File: src/rtl/fifo_fwft_adapter.sv
// Read-side adapter for the synchronous FIFO (registered read data, 1-cycle
// latency). It turns the FIFO into a first-word-fall-through valid/ready stream.
// A 2-entry head/tail buffer plus an in-flight flag lets the stream keep 1 word
// per cycle under backpressure without overrunning the buffer.
module fifo_fwft_adapter #(
   parameter int DATA_WIDTH = 8
) (
   input  logic                  clk,
   input  logic                  rst_n,
   input  logic                  flush,
   input  logic                  fifo_empty,
   output logic                  fifo_rd_cs,
   output logic                  fifo_rd_en,
   input  logic [DATA_WIDTH-1:0] fifo_data,
   output logic                  m_valid,
   input  logic                  m_ready,
   output logic [DATA_WIDTH-1:0] m_data,
   output logic [1:0]            level
);

   logic [DATA_WIDTH-1:0] head_q, head_d;
   logic [DATA_WIDTH-1:0] tail_q, tail_d;
   logic [1:0]            level_q, level_d;
   logic                  in_flight_q;
   logic                  discard_q;
   logic                  pop;
   logic                  capture;
   logic                  rd_en;
   logic [2:0]            occ;

   // Read issue: words held plus the word in flight, less the word leaving now,
   // must stay below 2. This keeps total occupancy at 2 or fewer. The rst_n
   // term keeps the FIFO quiet while reset is asserted.
   always_comb begin
      pop     = (level_q != 2'd0) & m_ready;
      occ     = {1'b0, level_q} + {2'b00, in_flight_q} - {2'b00, pop};
      rd_en   = rst_n & ~fifo_empty & ~flush & (occ < 3'd2);
      capture = in_flight_q & ~discard_q & ~flush;
   end

   // Buffer update: capture goes to head when the buffer is (or is becoming)
   // empty. Otherwise it goes to tail. A pop at level 2 shifts tail into head.
   always_comb begin
      head_d  = head_q;
      tail_d  = tail_q;
      level_d = level_q;
      case (level_q)
         2'd0: begin
            if (capture) begin
               head_d  = fifo_data;
               level_d = 2'd1;
            end
         end
         2'd1: begin
            if (capture && pop) begin
               head_d = fifo_data;
            end else if (capture) begin
               tail_d  = fifo_data;
               level_d = 2'd2;
            end else if (pop) begin
               level_d = 2'd0;
            end
         end
         2'd2: begin
            if (pop) begin
               head_d  = tail_q;
               level_d = 2'd1;
            end
         end
         default: level_d = 2'd0;
      endcase
      if (flush) begin
         level_d = 2'd0;
      end
   end

   // State registers. Data registers keep their contents across a flush, so
   // m_data retains the last value once the buffer is empty.
   always_ff @(posedge clk or negedge rst_n) begin
      if (!rst_n) begin
         head_q      <= '0;
         tail_q      <= '0;
         level_q     <= 2'd0;
         in_flight_q <= 1'b0;
         discard_q   <= 1'b0;
      end else begin
         head_q      <= head_d;
         tail_q      <= tail_d;
         level_q     <= level_d;
         in_flight_q <= rd_en;
         discard_q   <= flush & in_flight_q;
      end
   end

   assign fifo_rd_en = rd_en;
   assign fifo_rd_cs = rd_en;
   assign m_valid    = (level_q != 2'd0);
   assign m_data     = head_q;
   assign level      = level_q;

endmodule

File: config.mk
export PLATFORM = sky130hd
export DESIGN_NAME = fifo_fwft_adapter
export DESIGN_NICKNAME = d
export VERILOG_FILES = /design/src/rtl/fifo_fwft_adapter.sv
export SDC_FILE = /design/constraint.sdc
export NUM_CORES = 1
export LEC_CHECK = 0
export ABC_CLOCK_PERIOD_IN_PS = 4300
export CORE_ASPECT_RATIO = 1.5
export CORE_UTILIZATION = 25
export CTS_CLUSTER_DIAMETER = 40
export DETAILED_ROUTE_END_ITERATION = 10
export PLACE_DENSITY_LB_ADDON = 0.2
export SLEW_MARGIN = 20
export SYNTH_ARGS = -nofsm -noshare
export SYNTH_HDL_FRONTEND = slang
export SYNTH_SLANG_ARGS = --single-unit
export TNS_END_PERCENT = 30
File: constraint.sdc
create_clock -name clk -period 4.3 [get_ports clk]
set_input_delay 1.075 -clock clk [delete_from_list [all_inputs] [get_ports clk]]
set_output_delay 1.075 -clock clk [all_outputs]
set_load 0.05 [all_outputs]
==> summary.txt <==
Status
  • Outcome: complete, no violations

Worst setup path
  • FF-to-FF path depth: 9
  • Worst Path Arrival: 3090 ps
  • Critical-path top delay cell: sky130_fd_sc_hd__fa_2
  • R2r startpoint: level[1]
  • Largest fanout on the critical path: 3
  • Worst Setup Path Type: in -> out
  • R2r endpoint: in_flight_q
  • Slowest stage delay, CP: about 380 ps
  • CP Launch Type: input port
  • Reg2reg setup slack: 1710 ps
  • Worst Setup End Kind: primary output
  • Critical path data required time: around 3200 ps
  • Critical path cell sequence: dlygate4sd2_1 -> and2_1 -> ha_1 -> or2b_1 -> fa_2 -> xor2_2 -> nor4_4 -> buf_4 -> buf_12

Yosys
  • Fraction of synthesis flops using an asynchronous set or reset pin: 1.00
  • Primary flip-flop cell chosen by synthesis mapping: sky130_fd_sc_hd__dfrtp_1
  • Seq/Total Area, Yosys: 0.519
  • Dominant cell type by area after synthesis: sky130_fd_sc_hd__dfrtp_1
  • Area contributors post-synth: sky130_fd_sc_hd__dfrtp_1 52%, sky130_fd_sc_hd__mux2_2 5.8%, sky130_fd_sc_hd__mux2_4 4.7%
  • Most frequent cells after synthesis: 20 x sky130_fd_sc_hd__dfrtp_1, 10 x sky130_fd_sc_hd__inv_1, 8 x sky130_fd_sc_hd__a21oi_1
  • Net count after synthesis: 96
  • Netlist area before placement: around 960 sq um
  • Synth cell types: 31
  • Post-Synthesis Mean Instance Area: between 10 and 15 sq um
  • Count leader, synth: sky130_fd_sc_hd__dfrtp_1
  • Portion of synthesized cell area occupied by the leading cell type: 0.519
  • Number of synthesized register bits: 20
  • Instance count of the mapped netlist: a little over 80
  • Number of flops mapped to enable cells by yosys: 0
  • Count of warnings emitted by yosys: 0

Drt
  • Remaining routing DRC violations: 0
  • Top metal layer carrying routed signals: met4
  • Via-to-Cell Ratio: between 4 and 5
  • Routed wire length per instance: between 10 and 15 um
  • Met3 layer wire length in the routed design: ~76 um
  • Initial DRC count: 9
  • Vias post-DR: ~700
  • Wire length reported by the detailed router: slightly below 2 mm
  • First-pass DRT Iterations: 3
  • Met2 wirelength from detailed routing: just over 1 mm
  • Met1 wire length: 851 um
  • Number of antenna-violating nets in the routed design: 0

Placement
  • Number of placed instances, taps included: between 100 and 150
  • Pre-CTS WS: -68.1 ps
  • RD Place Congestion: slightly below 0.7
  • Count of input and output buffers: 25
  • Detailed placer's ending HPWL: around 1.4 mm

Timing
  • Peak Freq: roughly 240 MHz
  • Hold Fails Final Rpt: 0
  • Number of pins with negative max-slew slack in the final report: 0
  • Least-Margin Pin Slew: 568 ps
  • Final Skew: ~1.4 ps
  • Tmin final: around 4200 ps
  • Fraction of the cycle the final worst path needs: 0.969
  • Sum of negative setup slack: 0 ps
  • # setup viols final: 0
  • Final WS setup: approximately 130 ps
  • Headroom to the max-slew limit: 0.621
  • Unrepaired setup endpoints after global routing: false

Hold path
  • Hold Path Sink: tail_q[2]
  • Hold path start: tail_q[2]
  • Cell depth of the worst min-delay path: 1
  • Hold Crit Class: reg -> reg

Global routing
  • Via count of the first global-routing pass: 740
  • Maximum number of pins on one net before global-route repair: 21
  • Residual overflow from global routing: 0
  • First-pass GRT wire length: 3.36 mm
  • Initial antenna violation count: 0
  • Overall global routing resource usage: 0.110

Clock network
  • Number of hold buffers added after cts: 0
  • TritonCTS clock tree: built
  • Number of buffers created by CTS: 3
  • Count of H-tree levels built during CTS: 1
  • CTS clk-pin slew, worst paths: about 70 ps
  • Total clock sinks: 20
  • Clock root buffer: sky130_fd_sc_hd__clkbuf_8
  • Insertion delay to the later sink of the worst-skew pair: 250 ps
  • Maximum buffer depth of the clock tree: 2

Power
  • Total power divided by cell area: between 300 and 400 nW/um^2
  • VDD IR-drop max: 184 uV
  • Static Leakage: between 0.6 and 0.7 nW
  • Power, Total: roughly 550 uW

Final layout
  • Count of non-filler cells in the finished layout: ~150
  • Layout fillers: 364
  • Utilization after layout: 0.375
  • Count of antenna diodes in the layout: 0
  • Nets@finish: 127
  • Area added between synthesis and finish: 43.2%
  • Fraction of final layout cells sized beyond drive strength 1: 0.261

Floorplan
  • Core area: approximately 3700 sq um
  • Initial standard-cell utilization of the core: 0.262
  • Boundary Pins: 26
  • Die outline width: roughly 53 um
  • Overall die area: between 4000 and 5000 sq um
  • Die H: 78.0 um
  • Number of core rows: 27

Job
  • Number of max-capacitance violations reported: 0
cell families after synthesis:
logic type / Yosys count / synth area share
AOI/OAI and AO/OA: 21 / 0.139
DFF: 20 / 0.519
xor gates and xnor gates: 1 / 0.00909
adders and majority gates: 2 / 0.0338
and+or+nand+nor: 15 / 0.123
buffers and inverters: 13 / 0.0597
muxes: 9 / 0.116
sequential cells by signal, indices dropped and copies added (netlist names):
signal	count
level	2
tail_q	8
in_flight_q	1
m_data	8
discard_q	1
critical path: cells and delay by family:
family,cells,cell delay [ps]
XOR/XNOR,1,170
adder cells (fa/ha/maj),2,630
buffers and inverters,3,560
AND/OR/NAND/NOR,3,650
final cells by class:
cell class | instances | area (sq um) | share of cell area
Clock buffer | 4 | 55.1 | 0.0399
Multi-Input combinational cell | 48 | 433 | 0.314
Inverter | 10 | 37.5 | 0.0272
Timing Repair Buffer | 29 | 299 | 0.217
Tap cell | 43 | 53.8 | 0.0390
Sequential cell | 20 | 502 | 0.364
repair_timing:
action / 4_1_cts / 5_1_grt
setup buffers: 1 / 0
setup endpoints to repair: 2 / 0
resized for setup: 3 / 0
report_power, final:
part	switching, mW	internal (mW)
clock network	0.0592	0.0813
logic	0.110	0.0683
registers	0.0141	0.213
routing by layer:
| metal | vias to the layer above | GRT usage |
|---|---|---|
| met1 | 341 | 0.131 |
| met4 | 0 | 0.0474 |
| met3 | 2 | 0.0174 |
| met2 | 19 | 0.189 |
| li1 | 340 | - |
| met5 | - | 0 |
cells in the final DEF (no fill, tap or decap), drive strengths merged, types with 4 or more instances in the layout:
cell and instances:
clkdlybuf4s50 22, inv 10, clkbuf 4, dfrtp 20
buf 6, o22ai 7, mux2 8, a21oi 8
worst max-delay path by stage:
stage / from / end / slack [ps] / cells after the start
4_1_cts: m_ready / fifo_rd_cs / 120 / 9
6_report: m_ready / fifo_rd_cs / 130 / 9
3_3_place_gp: m_ready / fifo_rd_cs / -40 / 9
3_5_place_dp: m_ready / fifo_rd_cs / -70 / 9
2_1_floorplan: level[1] / fifo_rd_en / 7 / 9
5_1_grt: m_ready / fifo_rd_cs / 60 / 9
through the flow:
step	hold slack (ps)	cell area, sq um
floorplan	472	988
global placement	488	1310
detailed placement	499	1310
CTS	518	1380
global route	526	1380
finish	517	1380
Power figures use the tool's default switching activity.
